## src/rtl/qpu_dtcm_mp_ctrl.sv

```systemverilog
// Multi-port DTCM controller: round-robin arbitration of NPORT ICB masters onto one single-port SRAM.
// Optional out-of-range address checking is enabled by defining QPU_DTCM_MP_ADDR_CHK_EN.
module qpu_dtcm_mp_ctrl #(
    parameter int NPORT  = 2,
    parameter int DW     = 32,
    parameter int MW     = DW / 8,
    parameter int AW     = 16,
    parameter int DEPTH  = 4096,
    parameter int RAM_AW = $clog2(DEPTH)
) (
    input  logic                clk,
    input  logic                rst,
    input  logic                tcm_cgstop,
    input  logic                test_mode,
    input  logic [NPORT-1:0]    i_icb_cmd_valid,
    output logic [NPORT-1:0]    i_icb_cmd_ready,
    input  logic [NPORT-1:0]    i_icb_cmd_read,
    input  logic [NPORT*AW-1:0] i_icb_cmd_addr,
    input  logic [NPORT*DW-1:0] i_icb_cmd_wdata,
    input  logic [NPORT*MW-1:0] i_icb_cmd_wmask,
    output logic [NPORT-1:0]    i_icb_rsp_valid,
    input  logic [NPORT-1:0]    i_icb_rsp_ready,
    output logic [NPORT*DW-1:0] i_icb_rsp_rdata,
    output logic [NPORT-1:0]    i_icb_rsp_err,
    output logic                ram_cs,
    output logic                ram_we,
    output logic [RAM_AW-1:0]   ram_addr,
    output logic [MW-1:0]       ram_wem,
    output logic [DW-1:0]       ram_din,
    input  logic [DW-1:0]       ram_dout,
    output logic                clk_ram,
    output logic                dtcm_active
);

    localparam int BW = $clog2(MW);
    localparam int PW = (NPORT > 1) ? $clog2(NPORT) : 1;
`ifdef QPU_DTCM_MP_ADDR_CHK_EN
    localparam logic [AW-1:0] HI_MASK = {AW{1'b1}} << (RAM_AW + BW);
`endif

    logic [NPORT-1:0] pend_r;
    logic [NPORT-1:0] hold_vld_r;
    logic [NPORT-1:0] hold_err_r;
    logic [DW-1:0]    hold_data_r [NPORT];
    logic             s1_vld_r;
    logic             s1_read_r;
    logic             s1_err_r;
    logic [PW-1:0]    s1_port_r;
    logic [PW-1:0]    rr_ptr_r;

    logic [NPORT-1:0] s1_sel_s;
    logic [NPORT-1:0] rsp_vld_s;
    logic [NPORT-1:0] rsp_hs_s;
    logic [NPORT-1:0] elig_s;
    logic [NPORT-1:0] grant_s;
    logic [PW-1:0]    gnt_idx_s;
    logic             gnt_any_s;
    logic             gnt_read_s;
    logic             gnt_oor_s;
    logic [DW-1:0]    s1_rdata_s;
    logic             cg_en_s;
    logic             cg_en_lat;
    logic             unused_addr_s;

    assign unused_addr_s = ^i_icb_cmd_addr;

    // Response presentation: hold buffer has priority, else the stage-1 result straight from the SRAM.
    always_comb begin
        s1_rdata_s      = (s1_read_r && !s1_err_r) ? ram_dout : '0;
        i_icb_rsp_rdata = '0;
        i_icb_rsp_err   = '0;
        for (int p = 0; p < NPORT; p++) begin
            s1_sel_s[p]  = s1_vld_r && (s1_port_r == PW'(p));
            rsp_vld_s[p] = s1_sel_s[p] | hold_vld_r[p];
            if (hold_vld_r[p]) begin
                i_icb_rsp_rdata[p*DW +: DW] = hold_data_r[p];
                i_icb_rsp_err[p]            = hold_err_r[p];
            end else if (s1_sel_s[p]) begin
                i_icb_rsp_rdata[p*DW +: DW] = s1_rdata_s;
                i_icb_rsp_err[p]            = s1_err_r;
            end else begin
                i_icb_rsp_rdata[p*DW +: DW] = '0;
                i_icb_rsp_err[p]            = 1'b0;
            end
        end
        rsp_hs_s = rsp_vld_s & i_icb_rsp_ready;
        elig_s   = i_icb_cmd_valid & (~pend_r | rsp_hs_s);
    end

    assign i_icb_rsp_valid = rsp_vld_s;

    // Round-robin pick: first eligible port at or after rr_ptr, wrapping cyclically.
    always_comb begin
        gnt_any_s = 1'b0;
        gnt_idx_s = '0;
        for (int i = 0; i < NPORT; i++) begin
            int idx;
            idx = int'(rr_ptr_r) + i;
            if (idx >= NPORT) begin
                idx = idx - NPORT;
            end else begin
                idx = idx;
            end
            if (!gnt_any_s && elig_s[PW'(idx)]) begin
                gnt_any_s = 1'b1;
                gnt_idx_s = PW'(idx);
            end else begin
                gnt_any_s = gnt_any_s;
            end
        end
        grant_s    = gnt_any_s ? (NPORT'(1) << gnt_idx_s) : '0;
        gnt_read_s = i_icb_cmd_read[gnt_idx_s];
`ifdef QPU_DTCM_MP_ADDR_CHK_EN
        gnt_oor_s  = gnt_any_s && |(i_icb_cmd_addr[gnt_idx_s*AW +: AW] & HI_MASK);
`else
        gnt_oor_s  = 1'b0;
`endif
    end

    assign i_icb_cmd_ready = grant_s;

    // SRAM command drive; an out-of-range access leaves the SRAM untouched.
    always_comb begin
        ram_cs   = gnt_any_s && !gnt_oor_s;
        ram_we   = ram_cs && !gnt_read_s;
        ram_addr = ram_cs ? i_icb_cmd_addr[gnt_idx_s*AW + BW +: RAM_AW] : '0;
        ram_wem  = ram_we ? i_icb_cmd_wmask[gnt_idx_s*MW +: MW] : '0;
        ram_din  = ram_cs ? i_icb_cmd_wdata[gnt_idx_s*DW +: DW] : '0;
    end

    // Pending flags, arbitration pointer, stage-1 and per-port response hold buffers.
    always_ff @(posedge clk or posedge rst) begin
        if (rst) begin
            pend_r     <= '0;
            hold_vld_r <= '0;
            hold_err_r <= '0;
            s1_vld_r   <= 1'b0;
            s1_read_r  <= 1'b0;
            s1_err_r   <= 1'b0;
            s1_port_r  <= '0;
            rr_ptr_r   <= '0;
            for (int p = 0; p < NPORT; p++) begin
                hold_data_r[p] <= '0;
            end
        end else begin
            pend_r    <= (pend_r & ~rsp_hs_s) | grant_s;
            s1_vld_r  <= gnt_any_s;
            s1_port_r <= gnt_idx_s;
            s1_read_r <= gnt_read_s;
            s1_err_r  <= gnt_oor_s;
            if (!gnt_any_s) begin
                rr_ptr_r <= rr_ptr_r;
            end else if (gnt_idx_s == PW'(NPORT - 1)) begin
                rr_ptr_r <= '0;
            end else begin
                rr_ptr_r <= gnt_idx_s + 1'b1;
            end
            for (int p = 0; p < NPORT; p++) begin
                if (s1_sel_s[p] && !i_icb_rsp_ready[p]) begin
                    hold_vld_r[p]  <= 1'b1;
                    hold_data_r[p] <= s1_rdata_s;
                    hold_err_r[p]  <= s1_err_r;
                end else if (rsp_hs_s[p]) begin
                    hold_vld_r[p]  <= 1'b0;
                end else begin
                    hold_vld_r[p]  <= hold_vld_r[p];
                end
            end
        end
    end

    assign cg_en_s     = ram_cs | tcm_cgstop | test_mode;
    assign dtcm_active = (|i_icb_cmd_valid) | (|pend_r);

    // Glitch-free clock gate: enable sampled while clk is low.
    always_latch begin
        if (!clk) begin
            cg_en_lat <= cg_en_s;
        end
    end

    assign clk_ram = clk & cg_en_lat;

endmodule

```

## config.mk

```make
export PLATFORM = sky130hd
export DESIGN_NAME = qpu_dtcm_mp_ctrl
export DESIGN_NICKNAME = d
export VERILOG_FILES = /design/src/rtl/qpu_dtcm_mp_ctrl.sv
export SDC_FILE = /design/constraint.sdc
export NUM_CORES = 1
export LEC_CHECK = 0
export ABC_AREA = 1
export BUFFER_PORTS_ARGS = -buffer_cell sky130_fd_sc_hd__buf_2
export CAP_MARGIN = 25
export CORE_MARGIN = 5
export CORE_UTILIZATION = 47
export CTS_CLUSTER_SIZE = 16
export DETAILED_ROUTE_END_ITERATION = 7
export GPL_ROUTABILITY_DRIVEN = 0
export GPL_TIMING_DRIVEN = 0
export MAX_ROUTING_LAYER = met4
export PLACE_DENSITY = 0.83
export SLEW_MARGIN = 15
export SYNTH_ARGS = -nofsm -noshare
export SYNTH_HDL_FRONTEND = slang
export SYNTH_SLANG_ARGS = --single-unit
export TNS_END_PERCENT = 1
```

## constraint.sdc

```tcl
create_clock -name clk -period 4.5 [get_ports clk]
set_input_delay 0.225 -clock clk [delete_from_list [all_inputs] [get_ports clk]]
set_output_delay 0.225 -clock clk [all_outputs]
set_load 0.1 [all_outputs]
```

==> reports/qor.yml <==
yosysMostFrequentCell: "nand2_1"
crit_path_end_kind: "output port"
grt_pass1_wl_microns: 23300
die_w_microns: 105
hpwl_microns: 11700
synth_top_area_share: 0.425
grt-ovfl-total: 0
hold_class: "in2reg"
core_sq_um: 8760
synth_edf_count: 0
peakVddDrop_v: 0.000635
fin_tns_setup_ns: 0
drive_above_1_share: 0.400
initial_core_util: 0.483
async_reset_ff_frac: 0.986
die-area_sq_um: 11000
ant_nets: 0
fp.dieH_microns: 105
cts_setup_buffers: 0
synth_top_cell_by_area: "dfrtp_1"
insertion_delay_ns: 0.46
yosys_warnings: 0
fin_worst_skew_ns: 0.00957
crit_type: "latch2out"
drtIter0Drc: 361
vias: 5010
firstDrtPassIters: 6
cp_cell_sequence: "nand2_1 -> inv_1 -> buf_2"
worstMarginPinSlew_ns: 0.558
finalHoldViolations: 0
detail_route.wl_per_cell_microns: 15.1
grt_max_degree: 53
vias_per_cell: 5.10
slowest_stage: "buf_2"
drc: 0
maxCapViolCount: 0
status: "completed"
cts_tree: "yes"
fp-row-count: 34
synth_area_sq_um: 4240
numPortBuffers: 256
critPathMaxFanout: 1
ioPinCount: 268
synth_commonest_cells: "nand2_1 (240), o21ai_0 (88), dfrtp_1 (72)"
rsz0062_at_grt: "false"
synth_ff_type: "dfrtp_1"
antennaDiodeCount: 0
final_nets: 1016
grt_util_all_layers: 0.267
syn2layout_area_growth_pct: 41.5
p_total_w: 0.00491
wl_microns: 14800
p_per_area_nw_per_um2: 820
cp-start-kind: "latch"
grt_pass1_vias: 4955
maxSlewHeadroom: 0.628
avgSynthCellArea_sq_um: 7.12
grt_antenna_before_repair: 0
finalSetupViolations: 0
clk_transition_reported_paths_ns: 0.08
slew_violations: 0
arrival_ns: 3.63
fillers: 743
cpPeakStageDelay_ns: 0.41
ys_ff_latch: 73
total_leakage_power_nw: 3.38
synth_area_leaders: "dfrtp_1 (43%), nand2_1 (21%), o21ai_0 (10%)"
required_ns: 4.28
yosysUniqueCellTypes: 26
synth_cells: 595
## layer usage
| layer | GRT usage | part of all wire |
|---|---|---|
| met5 | - | 0 |
| met4 | 0.0886 | 0.025 |
| met3 | 0.0697 | 0.084 |
| met2 | 0.467 | 0.52 |
| met1 | 0.295 | 0.37 |
## cells by family after synthesis
kind of cell	share of synthesized area
latches	0.00354
other cells	0.000885
buf+inv	0.0771
simple gates	0.337
flops	0.425
compound gates	0.157
## placed cells by master, fill, tap and decap left out
cell type,synthesis,final
buf_2,13,269
nand2_1,240,240
o21ai_0,88,88
dfrtp_1,72,72
nand2_2,38,38
nor2_1,37,37
a21oi_1,34,34
clkbuf_1,18,18
clkbuf_8,0,12
inv_1,11,10
o21ai_1,9,9
buf_4,7,7
nand4_1,5,5
inv_4,3,4
nand2_4,4,4
nand3_1,3,3
dlygate4sd3_1,0,3
buf_12,2,2
buf_8,2,2
conb_1,1,2
clkinvlp_4,0,2
bufinv_16,0,2
or2_1,1,1
nor2_2,1,1
nand2_8,1,1
nand3_4,1,1
inv_8,1,1
a21boi_0,1,1
or4_1,1,1
dlxtn_1,1,1
clkinv_2,0,1
clkinv_4,0,1
clkbuf_16,0,1
buf_16,0,1
## flip-flops by register name (all words and copies together), names as in the netlist
register / cells
cg_en_lat: 1
hold_data_r: 64
hold_vld_r: 2
pend_r: 2
rr_ptr_r: 1
s1_port_r: 1
s1_read_r: 1
s1_vld_r: 1
## report_power, final
part	switching, W	total (W)	internal, W
logic	0.00250	0.00305	0.000549
registers	0.000169	0.00113	0.000957
clock network	0.000332	0.000742	0.000410
total	0.00300	0.00491	0.00192
## metrics by stage
step / cells / util / hold slack (ns) / cell area, sq um / setup WS [ns]
after floorplan: 596 / - / 0.288 / 4240 / 1.03
after global placement: 960 / 0.645 / 0.415 / 5660 / 1.17
after CTS: 983 / 0.684 / 0.00938 / 6000 / 0.636
after global routing: 983 / 0.684 / 0.0137 / 6000 / 0.596
after detailed placement: 961 / 0.649 / 0.200 / 5690 / 1.17
final: 983 / 0.684 / 0.0120 / 6000 / 0.646
## worst max-delay path: cells and delay by family, from the launching register on
family / cells / cell delay [ns]
buffers and inverters: 2 / 0.46
latches: 1 / 0.40
AND/OR/NAND/NOR: 1 / 0.06
## final timing paths
path / start / to / slack (ns) / cells after the start
max: cg_en_lat$_DLATCH_N_ / clk_ram / 0.65 / 3
min: i_icb_cmd_read[0] / s1_read_r$_DFF_PP0_ / 0.01 / 3
max reg2reg: hold_vld_r[0]$_DFFE_PP0P_ / cg_en_lat$_DLATCH_N_ / 1.30 / 7
min reg2reg: hold_data_r[52]$_DFFE_PP0P_ / hold_data_r[52]$_DFFE_PP0P_ / 0.49 / 2
max in group asynchronous: rst / hold_data_r[10]$_DFFE_PP0P_ / 3.68 / 4
min in group asynchronous: rst / hold_data_r[20]$_DFFE_PP0P_ / 0.27 / 3
## what timing repair did
item | CTS | global route
gates resized for setup | 0 | 0
hold buffers | 3 | 0
endpoints found under the hold margin | 22 | 0
endpoints found under the setup margin | 0 | 0
## cell type report
| type | instances | area, sq um | area share |
|---|---|---|---|
| plain buffers | 42 | 255 | 0.0426 |
| clock buffers | 14 | 195 | 0.0326 |
| clock inverters | 7 | 92.6 | 0.0154 |
| inverters | 14 | 70.1 | 0.0117 |
| multi-input cells | 466 | 2100 | 0.350 |
| flip-flops and latches | 73 | 1820 | 0.303 |
| well taps | 108 | 135 | 0.0225 |
| repair buffers | 259 | 1330 | 0.222 |
Power figures use the tool's default switching activity.
